### config.mk
export PLATFORM = sky130hd
export DESIGN_NAME = tick_period_meter_flat
export DESIGN_NICKNAME = d
export VERILOG_FILES = /design/src/rtl/tick_period_meter_if.sv /design/src/rtl/tick_period_meter.sv /design/src/flat_wrapper.sv
export SDC_FILE = /design/constraint.sdc
export NUM_CORES = 1
export LEC_CHECK = 0
export ABC_AREA = 1
export BUFFER_PORTS_ARGS = -buffer_cell sky130_fd_sc_hd__buf_2
export CORE_ASPECT_RATIO = 0.9
export CORE_MARGIN = 2
export CORE_UTILIZATION = 28
export CTS_BUF_LIST = sky130_fd_sc_hd__clkbuf_4
export DETAILED_ROUTE_END_ITERATION = 8
export PLACE_DENSITY = 0.53
export SKIP_LAST_GASP = 1
export SLEW_MARGIN = 25
export SYNTH_ARGS = -nofsm -noshare
export SYNTH_HDL_FRONTEND = slang
export SYNTH_SLANG_ARGS = --single-unit
### constraint.sdc
create_clock -name clk -period 1.5 [get_ports clk]
set_input_delay 0.075 -clock clk [delete_from_list [all_inputs] [get_ports clk]]
set_output_delay 0.075 -clock clk [all_outputs]
set_load 0.02 [all_outputs]
### src/rtl/tick_period_meter_if.sv
// Result channel of tick_period_meter.
// Carries one period measurement with valid/ready flow control. The
// missed pulse travels with the result because it reports results
// that were dropped on this channel.
//   period   : measured cycles between the last two tick rising edges
//   overflow : interval exceeded 2^NBITS-1, period is saturated
//   valid    : period/overflow hold a result
//   ready    : consumer accepts the result when valid & ready
//   missed   : one-cycle pulse, a completed measurement was dropped
interface tick_period_meter_if #(
   parameter int unsigned NBITS = 16
);
   logic [NBITS-1:0] period;
   logic             overflow;
   logic             valid;
   logic             ready;
   logic             missed;

   modport master (
      output period,
      output overflow,
      output valid,
      output missed,
      input  ready
   );

   modport slave (
      input  period,
      input  overflow,
      input  valid,
      input  missed,
      output ready
   );
endinterface

### src/rtl/tick_period_meter.sv
// Measures the number of clk cycles between consecutive rising edges of
// tick and delivers each measurement on a valid/ready result channel.
// The counter saturates instead of wrapping. A measurement that
// completes while the previous one is still waiting is dropped and
// flagged on missed.
//   clk  : clock, all logic on rising edge
//   rst  : synchronous active-low reset
//   en   : measurement enable
//   tick : tick input, events are rising edges sampled on clk
//   res  : result channel (period, overflow, valid, ready, missed)
module tick_period_meter #(
   parameter int unsigned NBITS = 16
) (
   input  logic                       clk,
   input  logic                       rst,
   input  logic                       en,
   input  logic                       tick,
   tick_period_meter_if.master        res
);

   localparam int unsigned W = NBITS;

   typedef enum logic [1:0] {
      IDLE    = 2'd0,
      ARMED   = 2'd1,
      MEASURE = 2'd2
   } state_t;

   state_t         state, state_nxt;
   logic [W-1:0]   cnt, cnt_nxt;
   logic           sat, sat_nxt;
   logic           tick_q;
   logic [W-1:0]   period_q, period_nxt;
   logic           overflow_q, overflow_nxt;
   logic           valid_q, valid_nxt;
   logic           missed_q, missed_nxt;
   logic           event_c;
   logic           slot_free_c;

   // Rising edge of tick; tick_q resets high so a tick already high at
   // reset release is not an event.
   assign event_c = tick & ~tick_q;

   // Output slot can take a new result if empty or drained this cycle.
   assign slot_free_c = ~valid_q | res.ready;

   // State and datapath registers.
   always_ff @(posedge clk) begin
      if (!rst) begin
         state      <= IDLE;
         cnt        <= '0;
         sat        <= 1'b0;
         tick_q     <= 1'b1;
         period_q   <= '0;
         overflow_q <= 1'b0;
         valid_q    <= 1'b0;
         missed_q   <= 1'b0;
      end else begin
         state      <= state_nxt;
         cnt        <= cnt_nxt;
         sat        <= sat_nxt;
         tick_q     <= tick;
         period_q   <= period_nxt;
         overflow_q <= overflow_nxt;
         valid_q    <= valid_nxt;
         missed_q   <= missed_nxt;
      end
   end

   // Next-state, counter and result-slot logic.
   always_comb begin
      state_nxt    = state;
      cnt_nxt      = cnt;
      sat_nxt      = sat;
      period_nxt   = period_q;
      overflow_nxt = overflow_q;
      valid_nxt    = valid_q & ~res.ready;
      missed_nxt   = 1'b0;

      if (!en) begin
         // Partial interval is discarded; a pending result stays put.
         state_nxt = IDLE;
         cnt_nxt   = '0;
         sat_nxt   = 1'b0;
      end else begin
         unique case (state)
            IDLE: begin
               // An event in the cycle en rises is ignored here.
               state_nxt = ARMED;
               cnt_nxt   = '0;
               sat_nxt   = 1'b0;
            end
            ARMED: begin
               cnt_nxt = '0;
               sat_nxt = 1'b0;
               if (event_c) begin
                  state_nxt = MEASURE;
                  cnt_nxt   = W'(1);
               end
            end
            MEASURE: begin
               if (event_c) begin
                  cnt_nxt = W'(1);
                  sat_nxt = 1'b0;
                  if (slot_free_c) begin
                     period_nxt   = cnt;
                     overflow_nxt = sat;
                     valid_nxt    = 1'b1;
                  end else begin
                     missed_nxt = 1'b1;
                  end
               end else if (cnt == {W{1'b1}}) begin
                  // Increment attempted at the top: hold and remember it.
                  sat_nxt = 1'b1;
               end else begin
                  cnt_nxt = cnt + W'(1);
               end
            end
            default: begin
               state_nxt = IDLE;
               cnt_nxt   = '0;
               sat_nxt   = 1'b0;
            end
         endcase
      end
   end

   assign res.period   = period_q;
   assign res.overflow = overflow_q;
   assign res.valid    = valid_q;
   assign res.missed   = missed_q;

endmodule

### src/flat_wrapper.sv
// flat-port wrapper written by rule: the top's interface ports become plain ports
module tick_period_meter_flat 
#(
   parameter int unsigned NBITS = 16
)
  (clk, rst, en, tick, res_period, res_overflow, res_valid, res_missed, res_ready);
  tick_period_meter_if #(.NBITS(NBITS)) res_i ();
  input  logic clk;
  input  logic rst;
  input  logic en;
  input  logic tick;
  output wire logic [$bits(res_i.period)-1:0] res_period;
  output wire logic [$bits(res_i.overflow)-1:0] res_overflow;
  output wire logic [$bits(res_i.valid)-1:0] res_valid;
  output wire logic [$bits(res_i.missed)-1:0] res_missed;
  input wire logic [$bits(res_i.ready)-1:0] res_ready;
  assign res_period = res_i.period;
  assign res_overflow = res_i.overflow;
  assign res_valid = res_i.valid;
  assign res_missed = res_i.missed;
  assign res_i.ready = res_ready;
  tick_period_meter #(.NBITS(NBITS)) u_core (.clk(clk), .rst(rst), .en(en), .tick(tick), .res(res_i));
endmodule
==> reports/qor.yml, run 1 <==
diodes: 0
cts_tree: "done"
peakVddDrop_mv: 0.271
crit_type: "reg -> reg"
met1_length_um: 2350
clk_latency_ps: 340
core_mm2: 0.00655
final_cell_mix: "61 x nand2_1, 35 x dfxtp_1, 32 x nand3_1"
grt_use_total_pct: 13.3
synth_top_area_share_pct: 41.4
arrival_ps: 1670
fin_hold_ws_ps: 110
yosysTopAreaCell: "dfxtp_1"
avgSynthCellArea_um2: 7.42
drt_iter0_drc: 121
grt_pass1_vias: 1578
met2WireLength_um: 2040
status: "completed"
drt-total-wl_um: 4650
worst-path-max-fanout: 4
slew_viol_final: 0
synth_ff_type: "dfxtp_1"
drive_above_1_share_pct: 30.5
antenna_found_initial: 0
highest_layer: "met4"
first_pass_iters: 4
critPathLaunchType: "register"
hold_start: "tick"
synthCells: 254
tightestPinTransition_ps: 470
fin_nets: 319
dp_hpwl_um: 3570
wl_per_cell_um: 11.6
core.rowCount: 28
synthArstFlopShare_pct: 0
drc: 0
clock-sinks: 39
final-instance-count-excl-fill: 401
die_area_mm2: 0.00740
drv_cap: 0
ys_types: 28
clk_pin_slew_ps: 120
grt_max_degree: 20
synth_nets: 263
fmax_mhz: 704
grt_overflow_total: 0
ys_warn_count: 0
rsz0062_at_grt: "true"
synthTopCellsByArea: "dfxtp_1 41%, nand2_1 12%, nand3_1 8.8%"
finalClockSkew_ps: 7.08
dp_cells: 387
p_per_area_mw_per_mm2: 725
cp_data_required_time_ps: 1750
syn_to_final_growth_pct: 31.5
relSlewSlack_pct: 68.5
grt_pass1_wl_um: 7780
h-tree-depth: 2
ys_seq_elements: 39
postRouteAntennaNets: 0
ys_seq_area_share_pct: 41.4
power_mw: 1.80
power_leakage_nw: 0.984
cts_buffers: 5
via_count: 1783
period_share_pct: 94.6
hold_violations: 0
period_minus_slack_ps: 1420
routed_via_density: 4.45
portBuffers: 23
initial_core_util_pct: 28.8
r2r-start: "u_core.cnt[0]$_SDFFE_PN0P_"
finalSetupViolations: 0
layout_commonest_cell: "nand2_1"
clockBufferDepth: 2
ioPinCount: 24
die_h_um: 81.8
met3_wirelength_um: 198
cts-root-buf: "clkbuf_4"
hold_path_class: "in -> reg"
synth_edf_count: 0
endpoint_kind: "register"
fp.dieW_um: 90.5
netlist_area_mm2: 0.00188
critPathLaunch: "u_core.cnt[0]$_SDFFE_PN0P_"
gp_congestion: 0.887
cell type report:
type                       count  area [µm²]
multi-input combinational    181        1030
inverter                      29         114
sequential                    39         788
clock buffer                   5        37.5
clock inverter                 3        38.8
timing repair buffer          54         357
tap                           90         113
fill                         691        4070
power by group:
part | internal (mW) | switching (mW)
Clock | 0.343 | 0.352
Combinational | 0.0226 | 0.0380
Sequential | 1.04 | 0.00344
Total | 1.40 | 0.394
final timing paths:
kind | end | slack (ps) | cells after the start
worst max-delay path | u_core.cnt[14]$_SDFFE_PN0P_ | 80 | 9
worst min-delay path | u_core.state[1]$_SDFFE_PN0P_ | 110 | 5
worst max register to register | u_core.cnt[14]$_SDFFE_PN0P_ | 80 | 9
worst min register to register | u_core.res.period[8]$_SDFFE_PN0P_ | 470 | 2
flip-flops by register name (all words and copies together) (netlist names):
name	count
u_core.cnt	16
u_core.res.missed	1
u_core.res.overflow	1
u_core.res.period	16
u_core.res.valid	1
u_core.sat	1
u_core.state	2
u_core.tick_q	1
cell usage after synthesis (2+ instances only):
library cell / n
nand2_2: 6
nand3_4: 2
a21oi_1: 28
a21oi_2: 2
inv_1: 23
nor2_8: 2
nor2_1: 12
clkinv_1: 2
nor2_4: 5
nand4_1: 3
inv_2: 4
nor3_1: 4
dfxtp_1: 39
nand2_1: 62
ha_1: 4
nor2_2: 2
buf_2: 2
o21ai_0: 8
o21ai_1: 3
nand3_1: 33
kinds of logic (layout without fill, tap and decap cells):
family | count (synthesis) | count (layout) | synth area share (%)
AND/OR/NAND/NOR | 132 | 132 | 35.7
AO/OA/AOI/OAI | 45 | 45 | 13.1
flip-flops | 39 | 39 | 41.4
buffers and inverters | 34 | 91 | 7.10
adder cells (fa/ha/maj) | 4 | 4 | 2.66
per-stage QoR:
stage	instance area [µm²]	setup TNS [ps]	setup WS [ps]	utilization, %
after CTS	2370	0	17.1	36.2
after global placement	2270	0	33.6	34.7
after global routing	2480	-59.9	-20.8	37.8
after floorplan	1880	0	58.6	-
after detailed placement	2270	0	30.4	34.7
final	2480	0	80.4	37.8
routing by layer:
layer / track usage, % / vias to the layer above
met4: 5.08 / 0
met1: 18.0 / 793
met3: 3.03 / 5
li1: - / 947
met2: 20.8 / 38
met5: 0 / -
worst max-delay path, cell delays in order, from the launching register on:
cell     delay, ps
dfxtp_2        370
ha_4           140
nand2_2         70
nor2_4         160
nand3_2        110
nor2_4         150
buf_4          150
nor2_1          60
nand2_1         60
a21oi_1         50
what timing repair did:
action,in CTS,in global routing
endpoints found under the setup margin,1,34
hold buffers,2,0
setup buffers,0,4
gates resized for setup,1,19
hold endpoints to repair,1,0
pin swaps,2,8
Note: power is estimated with default switching activity, not from simulation.
==> inputs of run 2 (changes only) <==
--- a/config.mk
+++ b/config.mk
@@ -5,14 +5,14 @@
 export SDC_FILE = /design/constraint.sdc
 export NUM_CORES = 1
 export LEC_CHECK = 0
-export ABC_AREA = 1
+export ABC_AREA = 0
 export BUFFER_PORTS_ARGS = -buffer_cell sky130_fd_sc_hd__buf_2
 export CORE_ASPECT_RATIO = 0.9
 export CORE_MARGIN = 2
-export CORE_UTILIZATION = 28
+export CORE_UTILIZATION = 53
 export CTS_BUF_LIST = sky130_fd_sc_hd__clkbuf_4
 export DETAILED_ROUTE_END_ITERATION = 8
-export PLACE_DENSITY = 0.53
+export PLACE_DENSITY = 0.85
 export SKIP_LAST_GASP = 1
 export SLEW_MARGIN = 25
 export SYNTH_ARGS = -nofsm -noshare
==> run 2 against run 1 <==
Net effect:
- the run now ends with setup timing left
- register-to-register slack worse by 180 ps
- non-clock buffer count increased by 4
- core utilization increased by 40 points
- sequential share of layout area rose by 1.7 points
- hold slack got worse by 77 ps
- clock power up 3.0%
- maximum frequency down 11%
- first-iteration DRC count is 6.6% higher
- largest power group unchanged
- combinational power is 3.5% higher
- synthesized cell count is 22% lower
- cell count shrank 25%
- via count down 4.0%
==> reports/qor.yml, run 2 <==
endpoint_kind: "register"  # unchanged
dp_hpwl_um: 2920  # was 3570 µm
cp_data_required_time_ps: 1800  # was 1750 ps
ys_seq_elements: 39  # unchanged
power_mw: 1.82  # was 1.80 mW
hold_path_class: "in -> reg"  # unchanged
fillers: 181  # was 691
hold_violations: 0  # unchanged
cp-endpoint: "u_core.cnt[2]$_SDFFE_PN0P_"  # was u_core.cnt[14]$_SDFFE_PN0P_
ys_types: 40  # was 28
portBuffers: 23  # unchanged
rsz0062_at_grt: "true"  # unchanged
fmax_mhz: 625  # was 704 MHz
tightestPinTransition_ps: 335  # was 470 ps
ys_seq_area_share_pct: 45.8  # was 41.4%
cts-root-buf: "clkbuf_4"  # unchanged
rr_worst_depth: 6  # was 9
initial_core_util_pct: 55.6  # was 28.8%
diodes: 0  # unchanged
fin_nets: 266  # was 319
gp_congestion: 0.875  # was 0.887
drt_iter0_drc: 129  # was 121
clockBufferDepth: 2  # unchanged
core.rowCount: 19  # was 28
drc: 0  # unchanged
cts_buffers: 5  # unchanged
synthCells: 199  # was 254
p_per_area_mw_per_mm2: 765  # was 725 mW/mm²
ys_warn_count: 0  # unchanged
yosysTopAreaCell: "dfxtp_1"  # unchanged
status: "finished, violations left"  # was completed
die_area_mm2: 0.00369  # was 0.00740 mm²
ioPinCount: 24  # unchanged
fp.dieW_um: 63.8  # was 90.5 µm
period_share_pct: 107  # was 94.6%
drive_above_1_share_pct: 39.9  # was 30.5%
core_mm2: 0.00307  # was 0.00655 mm²
peakVddDrop_mv: 0.724  # was 0.271 mV
synth_top_area_share_pct: 45.8  # was 41.4%
relSlewSlack_pct: 77.5  # was 68.5%
synth_ff_type: "dfxtp_1"  # unchanged
grt_pass1_wl_um: 6760  # was 7780 µm
die_h_um: 57.8  # was 81.8 µm
synth.most_common_cell: "nand2_1"  # unchanged
grt_pass1_vias: 1510  # was 1578
synth_nets: 208  # was 263
setup_tns_ps: -98.7  # was 0 ps
routed_via_density: 5.71  # was 4.45
postRouteAntennaNets: 0  # unchanged
cts_tree: "done"  # unchanged
netlist_area_mm2: 0.00171  # was 0.00188 mm²
layout_commonest_cell: "nand2_1"  # unchanged
grt_max_degree: 22  # was 20
clk_pin_slew_ps: 120  # about the same
h-tree-depth: 2  # unchanged
r2r_end: "u_core.cnt[2]$_SDFFE_PN0P_"  # was u_core.cnt[14]$_SDFFE_PN0P_
final_cell_mix: "41 x nand2_1, 32 x buf_4, 26 x dfxtp_1"  # was 61 x nand2_1, 35 x dfxtp_1, 32 x nand3_1
grt_overflow_total: 0  # unchanged
crit_type: "reg -> reg"  # unchanged
critPathLaunch: "u_core.cnt[13]$_SDFFE_PN0P_"  # was u_core.cnt[0]$_SDFFE_PN0P_
finalClockSkew_ps: 8.00  # was 7.08 ps
critPathLaunchType: "register"  # unchanged
syn_to_final_growth_pct: 39.4  # was 31.5%
clk_latency_ps: 360  # was 340 ps
synth_edf_count: 0  # unchanged
synthTopCellsByArea: "dfxtp_1 46%, nand2_1 9.0%, a21oi_1 4.7%"  # was dfxtp_1 41%, nand2_1 12%, nand3_1 8.8%
via_count: 1712  # was 1783
arrival_ps: 1900  # was 1670 ps
finalWorstSetupSlack_ps: -98.7  # was 80.4 ps
drt-total-wl_um: 4680  # was 4650 µm
violations: "setup timing"
clock-sinks: 39  # unchanged
synthTopCellsByCount: "41 x nand2_1, 39 x dfxtp_1, 20 x nor2_1"  # was 62 x nand2_1, 39 x dfxtp_1, 33 x nand3_1
power_leakage_nw: 1.01  # was 0.984 nW
slew_viol_final: 0  # unchanged
wl_per_cell_um: 15.6  # was 11.6 µm
first_pass_iters: 4  # unchanged
r2r-start: "u_core.cnt[13]$_SDFFE_PN0P_"  # was u_core.cnt[0]$_SDFFE_PN0P_
finalSetupViolations: 1  # was 0
period_minus_slack_ps: 1600  # was 1420 ps
worst-path-max-fanout: 7  # was 4
antenna_found_initial: 0  # unchanged
synthArstFlopShare_pct: 0  # unchanged
grt_use_total_pct: 24.2  # was 13.3%
rrSetupSlack_ps: -100  # was 80 ps
avgSynthCellArea_um2: 8.57  # was 7.42 µm²
drv_cap: 0  # unchanged
run 2: cell types whose count changed in the layout (fill, tap and decap cells not counted), moves of 4 or more:
| cell | delta |
|---|---|
| nand2_1 | -20 |
| a21boi_0 | +7 |
| dfxtp_1 | -9 |
| nand3_1 | -26 |
| a21oi_1 | -18 |
| nand2b_1 | +4 |
| o21ai_0 | -8 |
| a21boi_1 | +11 |
| nor2_4 | -4 |
| inv_1 | -19 |
| nor2_1 | +4 |
| buf_4 | +4 |
| nand2_2 | -5 |
| dfxtp_2 | +10 |
run 2: power breakdown:
part,switching [mW],internal (mW),total [mW]
clock,0.365,0.350,0.716
combinational,0.0323,0.0304,0.0627
sequential,0.00196,1.04,1.04
run 2: metal layers:
layer	part of all wire [%]	track usage (%)	wire length, µm	vias to the layer above
met3	8.3	5.24	388	26
met5	0	0	0	-
met4	4.6	14.3	217	0
met1	40	28.6	1880	787
met2	47	40.6	2190	86
li1	-	-	-	813
run 2: what timing repair did:
item | in CTS | in global routing
endpoints found under the setup margin | 6 | 33
pin swaps | 7 | 11
hold buffers | 1 | 0
endpoints found under the hold margin | 1 | 0
gates resized for setup | 5 | 23
setup buffers | 1 | 2
run 2: worst min-delay path by stage:
| stage | from | endpoint | cells after the start |
|---|---|---|---|
| 4_1_cts | en | u_core.state[0]$_SDFFE_PN0P_ | 3 |
| 2_1_floorplan | rst | u_core.tick_q$_SDFF_PN1_ | 1 |
| 3_5_place_dp | tick | u_core.tick_q$_SDFF_PN1_ | 2 |
| 3_3_place_gp | tick | u_core.tick_q$_SDFF_PN1_ | 2 |
| 6_report | res_ready | u_core.res.valid$_SDFF_PN0_ | 3 |
| 5_1_grt | en | u_core.cnt[0]$_SDFFE_PN0P_ | 3 |
run 2: layout make-up:
type | count | area (µm²) | area share [%]
sequential | 39 | 797 | 33.5
clock inverter | 3 | 43.8 | 1.84
multi-input combinational | 150 | 1030 | 43.3
timing repair buffer | 58 | 405 | 17.1
inverter | 3 | 11.3 | 0.474
tap | 42 | 52.6 | 2.21
clock buffer | 5 | 37.5 | 1.58
run 2: logic make-up after synthesis:
group / after synthesis / synth area share (%)
AO/OA/AOI/OAI: 51 / 20.5
AND/OR/NAND/NOR: 92 / 26.8
adder cells (fa/ha/maj): 4 / 2.93
XOR/XNOR: 3 / 1.54
flip-flops: 39 / 45.8
buffers and inverters: 10 / 2.49
run 2: worst max-delay path, cell delays in order (launching register included):
cell	delay [ps]
dfxtp_1	370
nand4_1	180
nor4_4	240
buf_4	180
nand3_4	110
a32oi_1	280
o21a_1	170
run 2: through the flow:
step | std cells | setup WS [ps] | utilization (%) | hold WS [ps] | instance area (µm²)
after floorplan | 199 | -73.6 | - | 148 | 1770
after global routing | 300 | -181 | 77.5 | 43.7 | 2380
after detailed placement | 288 | -8.69 | 70.3 | 289 | 2160
final | 300 | -98.7 | 77.5 | 32.8 | 2380
after CTS | 298 | -27.1 | 74.3 | 28.8 | 2280
after global placement | 288 | 38.4 | 70.3 | 285 | 2160
==> inputs of run 3 (changes only) <==
--- a/config.mk
+++ b/config.mk
@@ -12,7 +12,7 @@
 export CORE_UTILIZATION = 53
 export CTS_BUF_LIST = sky130_fd_sc_hd__clkbuf_4
 export DETAILED_ROUTE_END_ITERATION = 8
-export PLACE_DENSITY = 0.85
+export PLACE_DENSITY = 0.77
 export SKIP_LAST_GASP = 1
 export SLEW_MARGIN = 25
 export SYNTH_ARGS = -nofsm -noshare
==> run 3 against run 2 <==
Net effect:
- the flow now finishes without violations
- non-clock buffer count shrank 1
- clock-buffer cell count grew 1
- setup slack improved by 110 ps
- maximum frequency grew 7.6%
- first-iteration DRC count down 0.78%
==> reports/qor.yml, run 3 (synthesized netlist as in run 2, its figures left out) <==
cp_data_required_time_ps: 1790  # was 1800 ps
period_minus_slack_ps: 1490  # was 1600 ps
layout_commonest_cell: "nand2_1"  # unchanged
dp_cells: 284  # was 288
arrival_ps: 1780  # was 1900 ps
gp_congestion: 0.918  # was 0.875
core.rowCount: 19  # unchanged
r2r-start: "u_core.cnt[1]$_SDFFE_PN0P_"  # was u_core.cnt[13]$_SDFFE_PN0P_
worst-path-max-fanout: 7  # unchanged
holdPathStages: 3  # unchanged
grt_use_total_pct: 23.6  # was 24.2%
rrSetupSlack_ps: 10  # was -100 ps
grt_pass1_wl_um: 6730  # was 6760 µm
crit_family: "simple AND/OR/NAND/NOR gates"  # unchanged
first_pass_iters: 5  # was 4
crit_type: "reg -> reg"  # unchanged
p_per_area_mw_per_mm2: 712  # was 765 mW/mm²
hold_violations: 0  # unchanged
slowest_stage: "dfxtp_2"  # was dfxtp_1
clock-sinks: 39  # unchanged
die_h_um: 57.8  # unchanged
fillers: 237  # was 181
relSlewSlack_pct: 84.8  # was 77.5%
power_leakage_nw: 0.992  # was 1.01 nW
drive_above_1_share_pct: 36.6  # was 39.9%
hold_path_class: "in -> reg"  # unchanged
cts_tree: "done"  # unchanged
dpl_cell_area_mm2: 0.00213  # was 0.00216 mm²
clkPwrFrac_pct: 33.3  # was 39.4%
post-route-cell-area_mm2: 0.00231  # was 0.00238 mm²
antenna_found_initial: 0  # unchanged
final-instance-count-excl-fill: 299  # was 300
drc: 0  # unchanged
via_count: 1626  # was 1712
grt_max_degree: 22  # unchanged
fin_hold_ws_ps: 53.7  # was 32.8 ps
tightestPinTransition_ps: 226  # was 335 ps
drt-total-wl_um: 4150  # was 4680 µm
final_cell_mix: "41 x nand2_1, 30 x buf_4, 29 x dfxtp_1"  # was 41 x nand2_1, 32 x buf_4, 26 x dfxtp_1
initial_core_util_pct: 55.6  # unchanged
rsz0062_at_grt: "true"  # unchanged
switching_share_pct: 23.1  # was 22.0%
dp_hpwl_um: 3000  # was 2920 µm
p_seq_share_pct: 63.2  # was 57.2%
fp.dieW_um: 63.8  # unchanged
fin_nets: 265  # was 266
p_int_mw: 1.27  # was 1.42 mW
drt_iter0_drc: 128  # was 129
p_comb_share_pct: 3.6  # was 3.4%
cts_buffers: 5  # unchanged
fmax_mhz: 673  # was 625 MHz
die_area_mm2: 0.00369  # unchanged
clk_pin_slew_ps: 120  # about the same
endpoint_kind: "register"  # unchanged
power_mw: 1.65  # was 1.82 mW
routed_via_density: 5.44  # was 5.71
drv_cap: 0  # unchanged
cp_cell_sequence: "ha_4 > nand4_4 > nor4_4 > buf_4 > nand3_4 > a32oi_2 > o21a_1"  # was nand4_1 > nor4_4 > buf_4 > nand3_4 > a32oi_1 > o21a_1
wl_per_cell_um: 13.9  # was 15.6 µm
cts-root-buf: "clkbuf_4"  # unchanged
clockBufferDepth: 2  # unchanged
finalSetupViolations: 0  # was 1
slew_viol_final: 0  # unchanged
path_buf_inv: 1  # unchanged
status: "completed"  # was finished, violations left
grt_overflow_total: 0  # unchanged
ioPinCount: 24  # unchanged
hold_path_end: "u_core.res.valid$_SDFF_PN0_"  # unchanged
syn_to_final_growth_pct: 35.7  # was 39.4%
power_switching_mw: 0.381  # was 0.400 mW
postRouteAntennaNets: 0  # unchanged
hold_start: "res_ready"  # unchanged
grt_pass1_vias: 1573  # was 1510
r2r_end: "u_core.cnt[2]$_SDFFE_PN0P_"  # unchanged
critPathLaunchType: "register"  # unchanged
portBuffers: 23  # unchanged
period_share_pct: 99.1  # was 107%
finalClockSkew_ps: 8.03  # was 8.00 ps
peakVddDrop_mv: 0.645  # was 0.724 mV
rr_worst_depth: 7  # was 6
pre_cts_ws_ps: -87.3  # was -8.69 ps
critPathMaxStageDelay_ps: 370  # about the same
diodes: 0  # unchanged
finalWorstSetupSlack_ps: 13.7  # was -98.7 ps
core_mm2: 0.00307  # unchanged
clk_latency_ps: 340  # was 360 ps
h-tree-depth: 2  # unchanged
[run 3: worst register-to-register path: stages, from the launching register on]
cell and delay, ps:
dfxtp_2 370, ha_4 150, nand4_4 120, nor4_4 140, buf_4 180, nand3_4 120
a32oi_2 220, o21a_1 130
[run 3: area by class of cell]
cell class,instances,area [µm²],area share [%]
Clock inverter,2,12.5,0.541
Clock buffer,6,45.0,1.95
Inverter,3,11.3,0.487
Sequential cell,39,793,34.3
Tap cell,42,52.6,2.27
Timing Repair Buffer,57,402,17.4
Multi-Input combinational cell,150,997,43.1
[run 3: repair_timing]
action,in CTS,in global routing
endpoints found under the setup margin,13,34
resized for setup,5,13
cloned,0,0
hold buffers,1,0
buffers inserted,3,3
pin swaps,9,9
endpoints found under the hold margin,1,0
[run 3: per-stage QoR]
| stage | setup TNS [ps] | utilization [%] |
|---|---|---|
| after floorplan | -113 | - |
| after global placement | 0 | 69.3 |
| after detailed placement | -422 | 69.3 |
| after CTS | -294 | 73.1 |
| after global routing | -264 | 75.4 |
| final | 0 | 75.4 |
[run 3: worst max-delay path by stage]
stage          depth (start not counted)                         from  slack, ps                    endpoint
5_1_grt                                7   u_core.cnt[1]$_SDFFE_PN0P_        -60  u_core.cnt[2]$_SDFFE_PN0P_
4_1_cts                                7   u_core.cnt[0]$_SDFFE_PN0P_        -60  u_core.cnt[2]$_SDFFE_PN0P_
2_1_floorplan                          6   u_core.cnt[1]$_SDFFE_PN0P_        -70  u_core.cnt[2]$_SDFFE_PN0P_
3_3_place_gp                           7   u_core.cnt[1]$_SDFFE_PN0P_         30  u_core.cnt[8]$_SDFFE_PN0P_
6_report                               7   u_core.cnt[1]$_SDFFE_PN0P_         10  u_core.cnt[2]$_SDFFE_PN0P_
3_5_place_dp                           5  u_core.cnt[11]$_SDFFE_PN0P_        -90  u_core.cnt[2]$_SDFFE_PN0P_
[run 3: layer usage]
metal | part of all wire [%] | wire (µm) | GRT usage, %
met4 | 1.2 | 50 | 9.94
met1 | 42 | 1750 | 29.1
met5 | 0 | 0 | 0
met2 | 50 | 2070 | 40.3
met3 | 6.5 | 270 | 5.05
[run 3: power by group through the flow]
| stage | combinational [mW] | clock (mW) | sequential, mW |
|---|---|---|---|
| after floorplan | 0.0342 | 0 | 1.06 |
| after global placement | 0.0519 | 0 | 1.06 |
| after detailed placement | 0.0547 | 0 | 1.06 |
| after CTS | 0.0574 | 0.559 | 1.04 |
| after global routing | 0.0654 | 0.599 | 1.04 |
| final | 0.0591 | 0.548 | 1.04 |
